### src/rtl/wb_single_initiator.sv
// Wishbone classic (B3) single-beat initiator.
// Accepts one read/write command over valid/ready and runs it as one bus cycle.
// The cycle ends on ack, err or a bounded timeout, and the result comes back
// as one valid/ready response. Only one transaction is in flight at a time.
// Every output is a register, so no input reaches an output combinationally.
module wb_single_initiator #(
   parameter int ADR_W   = 30,
   parameter int DAT_W   = 32,
   parameter int TIMEOUT = 255
) (
   input  logic               sys_clk,
   input  logic               sys_rst,
   // command channel
   input  logic               cmd_valid,
   output logic               cmd_ready,
   input  logic               cmd_we,
   input  logic [ADR_W-1:0]   cmd_adr,
   input  logic [DAT_W-1:0]   cmd_dat,
   input  logic [DAT_W/8-1:0] cmd_sel,
   // response channel
   output logic               rsp_valid,
   input  logic               rsp_ready,
   output logic [DAT_W-1:0]   rsp_dat,
   output logic               rsp_err,
   output logic               rsp_timeout,
   // Wishbone initiator port
   output logic               wb_cyc,
   output logic               wb_stb,
   output logic               wb_we,
   output logic [ADR_W-1:0]   wb_adr,
   output logic [DAT_W-1:0]   wb_dat_w,
   output logic [DAT_W/8-1:0] wb_sel,
   input  logic [DAT_W-1:0]   wb_dat_r,
   input  logic               wb_ack,
   input  logic               wb_err
);

   localparam int SEL_W = DAT_W / 8;
   localparam int CNT_W = 16;
   // Count value of the last cycle stb may stay up without a reply.
   localparam logic [CNT_W-1:0] CNT_LAST = CNT_W'(TIMEOUT - 1);

   typedef enum logic [1:0] {
      S_IDLE = 2'd0,
      S_BUS  = 2'd1,
      S_RESP = 2'd2
   } state_e;

   state_e             state_q;
   logic [CNT_W-1:0]   cnt_q;
   logic [CNT_W-1:0]   cnt_d;
   logic               cmd_ready_q;
   logic               rsp_valid_q;
   logic [DAT_W-1:0]   rsp_dat_q;
   logic               rsp_err_q;
   logic               rsp_timeout_q;
   logic               wb_cyc_q;
   logic               wb_stb_q;
   logic               wb_we_q;
   logic [ADR_W-1:0]   wb_adr_q;
   logic [DAT_W-1:0]   wb_dat_w_q;
   logic [SEL_W-1:0]   wb_sel_q;

   // Saturating next value of the bus-cycle counter.
   always_comb begin
      cnt_d = cnt_q;
      if (cnt_q != '1) begin
         cnt_d = cnt_q + CNT_W'(1);
      end
   end

   // Control FSM: command accept, bus cycle with termination, response hold.
   always_ff @(posedge sys_clk) begin
      // NOTE: non-blocking assignments only here; every right-hand side then
      // reads the pre-edge value regardless of statement order.
      if (sys_rst) begin
         state_q       <= S_IDLE;
         cnt_q         <= '0;
         cmd_ready_q   <= 1'b1;
         rsp_valid_q   <= 1'b0;
         rsp_dat_q     <= '0;
         rsp_err_q     <= 1'b0;
         rsp_timeout_q <= 1'b0;
         wb_cyc_q      <= 1'b0;
         wb_stb_q      <= 1'b0;
         wb_we_q       <= 1'b0;
         wb_adr_q      <= '0;
         wb_dat_w_q    <= '0;
         wb_sel_q      <= '0;
      end else begin
         case (state_q)
            S_IDLE: begin
               if (cmd_valid && cmd_ready_q) begin
                  wb_we_q     <= cmd_we;
                  wb_adr_q    <= cmd_adr;
                  wb_dat_w_q  <= cmd_dat;
                  wb_sel_q    <= cmd_sel;
                  wb_cyc_q    <= 1'b1;
                  wb_stb_q    <= 1'b1;
                  cnt_q       <= '0;
                  cmd_ready_q <= 1'b0;
                  state_q     <= S_BUS;
               end
            end

            S_BUS: begin
               cnt_q <= cnt_d;
               // err wins over ack; a reply on the last counted cycle is a
               // real reply, not a timeout.
               if (wb_err) begin
                  rsp_dat_q     <= '0;
                  rsp_err_q     <= 1'b1;
                  rsp_timeout_q <= 1'b0;
                  rsp_valid_q   <= 1'b1;
                  wb_cyc_q      <= 1'b0;
                  wb_stb_q      <= 1'b0;
                  state_q       <= S_RESP;
               end else if (wb_ack) begin
                  rsp_dat_q     <= wb_we_q ? '0 : wb_dat_r;
                  rsp_err_q     <= 1'b0;
                  rsp_timeout_q <= 1'b0;
                  rsp_valid_q   <= 1'b1;
                  wb_cyc_q      <= 1'b0;
                  wb_stb_q      <= 1'b0;
                  state_q       <= S_RESP;
               end else if (cnt_q == CNT_LAST) begin
                  rsp_dat_q     <= '0;
                  rsp_err_q     <= 1'b1;
                  rsp_timeout_q <= 1'b1;
                  rsp_valid_q   <= 1'b1;
                  wb_cyc_q      <= 1'b0;
                  wb_stb_q      <= 1'b0;
                  state_q       <= S_RESP;
               end
            end

            S_RESP: begin
               // rsp_dat deliberately keeps its value after acceptance.
               if (rsp_ready) begin
                  rsp_valid_q   <= 1'b0;
                  rsp_err_q     <= 1'b0;
                  rsp_timeout_q <= 1'b0;
                  cmd_ready_q   <= 1'b1;
                  state_q       <= S_IDLE;
               end
            end

            // NOTE: the unused encoding recovers to IDLE instead of locking up.
            default: begin
               state_q     <= S_IDLE;
               cmd_ready_q <= 1'b1;
               rsp_valid_q <= 1'b0;
               wb_cyc_q    <= 1'b0;
               wb_stb_q    <= 1'b0;
            end
         endcase
      end
   end

   assign cmd_ready   = cmd_ready_q;
   assign rsp_valid   = rsp_valid_q;
   assign rsp_dat     = rsp_dat_q;
   assign rsp_err     = rsp_err_q;
   assign rsp_timeout = rsp_timeout_q;
   assign wb_cyc      = wb_cyc_q;
   assign wb_stb      = wb_stb_q;
   assign wb_we       = wb_we_q;
   assign wb_adr      = wb_adr_q;
   assign wb_dat_w    = wb_dat_w_q;
   assign wb_sel      = wb_sel_q;

endmodule

### config.mk
export PLATFORM = sky130hd
export DESIGN_NAME = wb_single_initiator
export DESIGN_NICKNAME = d
export VERILOG_FILES = /design/src/rtl/wb_single_initiator.sv
export SDC_FILE = /design/constraint.sdc
export NUM_CORES = 1
export LEC_CHECK = 0
export CAP_MARGIN = 20
export CORE_AREA = 2 2 128 130
export DETAILED_ROUTE_END_ITERATION = 8
export DIE_AREA = 0 0 130 132
export GPL_ROUTABILITY_DRIVEN = 0
export GPL_TIMING_DRIVEN = 0
export PLACE_DENSITY = 0.7
export SETUP_SLACK_MARGIN = 0.2
export SYNTH_ARGS = -nofsm -noshare
export SYNTH_HDL_FRONTEND = slang
export SYNTH_SLANG_ARGS = --single-unit
### constraint.sdc
create_clock -name sys_clk -period 4.72 [get_ports sys_clk]
set_clock_uncertainty 0.1 [all_clocks]
set_input_delay 1.416 -clock sys_clk [delete_from_list [all_inputs] [get_ports sys_clk]]
set_output_delay 1.416 -clock sys_clk [all_outputs]
set_load 0.02 [all_outputs]
## Word level (Yosys, flattened, before mapping)

Index checks and enable logic that the tools add are counted.

- Add/subtract/negate cells: 1
- Multipliers: 0
- Divide/modulo/power cells: 0
- Magnitude comparators: 0
- Equal/unequal tests: 8
- Shift-type cells: 0
- Mux-type cells: 31
- Bitwise logic cells: 3
- Reduce and logical (&&, ||, !) cells: 13

Operator list:

| kind | number |
|---|---|
| $mux W32 | 4 |
| $mux W16 | 2 |
| $pmux W16 S2 | 1 |
| $reduce_and A3 Y1 | 6 |
| $add A16 B1 Y16 const B | 1 |
| $eq A16 B8 Y1 const B | 1 |
| $ne A16 B16 Y1 const B | 1 |
| $mux W1 | 13 |
| $mux W2 | 5 |
| $pmux W1 S3 | 3 |
| $ne A2 B2 Y1 const B | 3 |
| $pmux W2 S3 | 1 |
| $ne A4 B4 Y1 const B | 1 |
| $pmux W1 S2 | 2 |
| $reduce_and A2 Y1 | 2 |
| $reduce_bool A2 Y1 | 2 |
| $not A1 Y1 | 3 |
| $reduce_bool A3 Y1 | 1 |
| $eq A2 B1 Y1 const B | 1 |
| $eq A2 B2 Y1 const B | 1 |
| $logic_not A2 Y1 | 1 |
| $logic_and A1 B1 Y1 | 1 |

- Register bits: 122
- Bits in latches: 0
- Bits in writable memories: 0
- Memory bits (read-only): 0
- Bits of input ports: 105
- Output and inout port bits: 105
- Logic and storage cells: 68
- Memories: 0

## Longest topological paths before layout

- Word-level depth: 5
- Gate-level depth with buffers: 8
- Mapped depth without buffers: 7

## Least setup slack after synthesis

OpenSTA, ideal clock, no wires.

- Path type: in2reg
- Start point: input port sys_rst
- End point: register rsp_dat_q[0], in the netlist rsp_dat[0]
- Setup time: 0.059 ns
- Data arrival time: 2.603 ns
- Data required time: 4.561 ns
- Path slack: 1.958 ns
- Stages on the path: 5
- Path through: clkbuf_1 > nand2b_1 > nor4b_2 > clkbuf_1 > a22o_1

RTL lines:

| what | line | RTL |
|---|---|---|
| from (decl) | 12 | `input logic sys_rst,` |
| to (signal assigned) | 119 | `rsp_dat_q <= wb_we_q ? '0 : wb_dat_r;` |
| to (decl) | 54 | `logic [DAT_W-1:0] rsp_dat_q;` |

## Final worst setup path

- Start point: input port cmd_valid
- End point: register wb_adr_q[19], in the netlist wb_adr[19]

- Word-level cells in the longest chain between the ends: 2

RTL lines:

| what | line | RTL |
|---|---|---|
| from (decl) | 14 | `input logic cmd_valid,` |
| $logic_and A1 B1 Y1 | 93 | `if (cmd_valid && cmd_ready_q) begin` |
| $reduce_and A2 Y1 (no source line) | - |  |
| to (signal assigned) | 95 | `wb_adr_q <= cmd_adr;` |
| to (decl) | 60 | `logic [ADR_W-1:0] wb_adr_q;` |

No other way between the ends.
A chain may end at the register's enable or synchronous reset.

==> impl_metrics.json <==
{
  "setup_ws_ns": 1.64,
  "ff2ff_path_depth": 8,
  "cp_slowest_cell": "clkdlybuf4s50_1",
  "synthCells": 536,
  "via_count": 4614,
  "crit_fanout": 10,
  "path_buf_inv": 4,
  "dpl.hpwl_um": 10500,
  "syn_area_per_cell_um2": 8.64,
  "cp-start-kind": "primary input",
  "start_util_pct": 29.5,
  "first_pass_iters": 4,
  "crit_chain": "clkdlybuf4s50_1, and3_1, clkbuf_1, buf_2, buf_1, nand2_1, a21oi_1",
  "synth.distinct_cells": 42,
  "core_region_area_mm2": 0.0157,
  "synthFlopType": "dfxtp_1",
  "synthTopCellsByArea": "dfxtp_1 53%, nand2_1 12%, a21oi_1 7.5%",
  "cts_buffers": 17,
  "yosysMostFrequentCell": "nand2_1",
  "rows": 46,
  "wl_per_cell_um": 14.6,
  "r2r_end": "wb_adr[19]$_SDFFE_PP0P_",
  "final_nets": 874,
  "antenna_found_initial": 0,
  "hold_path_class": "reg2reg",
  "critPathRequiredTime_ns": 4.96,
  "cts.sinks": 122,
  "layout-drive-gt1-share_pct": 4.52,
  "power_frac_clock_pct": 34.2,
  "place_ws_ns": 1.16,
  "rsz0062_at_grt": "false",
  "switchingPower_uw": 1310,
  "cts_tree": "yes",
  "die_h_um": 132,
  "crit_type": "in2reg",
  "n_antenna_cell": 0,
  "synth-seq-cells": 122,
  "dp.cells": 960,
  "grt_pass1_wl_um": 22500,
  "clkTransAtPathRegs_ns": 0.05,
  "grt_pass1_vias": 4441,
  "rr_startpoint": "state_q[1]$_SDFFE_PP0P_",
  "endpoint_kind": "register",
  "area_delta_synth_final_pct": 64.1,
  "whs_path_depth": 2,
  "hold_violations": 0,
  "clock_latency_ns": 0.41,
  "final_antenna_net_count": 0,
  "grt_busiest_layer": "met2",
  "fin_cells": 990,
  "power_density_mw_per_mm2": 524,
  "yosys_warnings": 0,
  "leakage_uw": 0.00281,
  "grt_util_met1_pct": 19.4,
  "max-cap-violations": 0,
  "yosys.area.top_type": "dfxtp_1",
  "critical_path.top_delay_family": "buffers and inverters",
  "r2r_setup_slack_ns": 2.47,
  "drtIter0Drc": 172,
  "routed_wl_um": 14400,
  "chipWidth_um": 130,
  "p_comb_share_pct": 33.4,
  "viasPerCell": 4.66,
  "crit_cells": 7,
  "holdPathEnd": "wb_dat_w[14]$_SDFFE_PP0P_",
  "cts_hold_buf": 0,
  "cts_post_setup_buffers_inserted": 0,
  "arrival_ns": 3.32,
  "clock.fmax_mhz": 324,
  "cts-root-buf": "clkbuf_16",
  "status": "finished clean",
  "hp-start": "wb_dat_w[14]$_SDFFE_PP0P_",
  "seq_area_frac_synth_pct": 52.7,
  "fin_crit_ns": 3.08,
  "synth_nets": 647,
  "post_cts_resized": 0,
  "portBuffers": 208,
  "grtUsageMet2_pct": 26.1,
  "io_pins": 210,
  "synth_common_cells": "148 x nand2_1, 122 x dfxtp_1, 69 x a21oi_1",
  "switching_share_pct": 33.0,
  "synth_top_area_share_pct": 52.7,
  "max-slew-margin-rel_pct": 56.2,
  "slowest_delay_ns": 0.53,
  "grt_overflow": 0,
  "grt_max_degree": 17,
  "p_int_uw": 2670,
  "grt_usage_pct": 16.8,
  "htree_num_levels": 4,
  "finalSetupViolCount": 0,
  "power_uw": 3980,
  "max_slew.worst_pin.slew_ns": 0.656,
  "drc": 0,
  "dieArea_mm2": 0.0172,
  "fin_crit_sh_pct": 65.3,
  "ir_worst_vdd_mv": 0.359,
  "fin_util_pct": 48.4,
  "grt_util_met3_pct": 9.21,
  "final-max-slew-violation-count": 0,
  "synthArstFlopShare_pct": 0,
  "clock_path_buffers": 2,
  "synth_area_mm2": 0.00463,
  "tns_ns": 0,
  "synth_edf_count": 0,
  "seq_power_share_pct": 32.4
}
## metal layers
layer	routed length, um	vias to the layer above
met3	1760	20
met1	6030	2072
li1	-	2314
met2	6380	208
met4	232	0
met5	0	-
## kinds of logic after synthesis
group	Yosys count	synth area share, %
compound gates	138	19.3
xor+xnor	1	0.189
fa+ha+maj	6	1.62
buf+inv	47	4.00
flops	122	52.7
mux	7	1.51
simple gates	215	20.6
## power groups by stage
stage               combinational, uW  sequential, uW  clock, uW
global placement                 1340            1300          0
CTS                              1340            1290       1390
finish                           1330            1290       1360
detailed placement               1340            1310          0
floorplan                         553            1490          0
global route                     1460            1310       1440
## worst register-to-register path: stages (launching register included)
cell	delay (ns)
dfxtp_1	0.32
inv_1	0.10
ha_1	0.28
and3_1	0.23
clkbuf_1	0.18
buf_2	0.27
buf_1	0.40
nand2_1	0.17
a21oi_1	0.14
## how the worst max path moves through the flow
stage	startpoint	endpoint	slack, ns
floorplan	sys_rst	rsp_dat[0]$_SDFFE_PP0P_	1.96
global placement	cmd_valid	wb_adr[19]$_SDFFE_PP0P_	1.17
detailed placement	cmd_valid	wb_adr[19]$_SDFFE_PP0P_	1.16
CTS	cmd_valid	wb_adr[19]$_SDFFE_PP0P_	1.61
global route	cmd_valid	wb_adr[19]$_SDFFE_PP0P_	1.49
finish	cmd_valid	wb_adr[19]$_SDFFE_PP0P_	1.64
## flip-flops by register name (all words and copies together) (netlist names)
register / count
cnt_q: 16
rsp_err: 1
wb_sel: 4
wb_we: 1
rsp_timeout: 1
wb_adr: 30
state_q: 2
cmd_ready: 1
rsp_valid: 1
wb_dat_w: 32
rsp_dat: 32
wb_stb: 1
## layout by cell type (no fill, tap or decap), drive strengths merged, types with 4 or more instances in the layout
cell type	Yosys	final
a31oi	4	4
inv	8	8
o21ai	6	6
nor4	5	5
bufinv	0	4
clkbuf	29	51
a21oi	69	69
nand2	148	148
nor2	14	14
dfxtp	122	122
a211oi	4	4
ha	6	6
o2bb2ai	4	4
nand4	4	4
nand3b	7	7
mux2i	7	7
nor2b	4	4
buf	10	10
and3	7	7
nand3	11	11
a22o	34	34
clkdlybuf4s50	0	208
nor3	5	5
## area by class of cell
| class | count | area (um^2) |
|---|---|---|
| fillers | 1514 | 8110 |
| flip-flops and latches | 122 | 2440 |
| repair buffers | 208 | 2080 |
| multi-input cells | 367 | 2000 |
| clock buffers | 22 | 474 |
| well taps | 216 | 270 |
| plain buffers | 39 | 155 |
| clock inverters | 8 | 143 |
| inverters | 8 | 30.0 |
## stage by stage
stage	area (um^2)	hold slack [ns]
2_1_floorplan	4630	0.390
3_3_place_gp	6980	0.340
3_5_place_dp	6980	0.346
4_1_cts	7600	0.353
5_1_grt	7600	0.366
6_report	7600	0.349
Power figures use the tool's default switching activity.
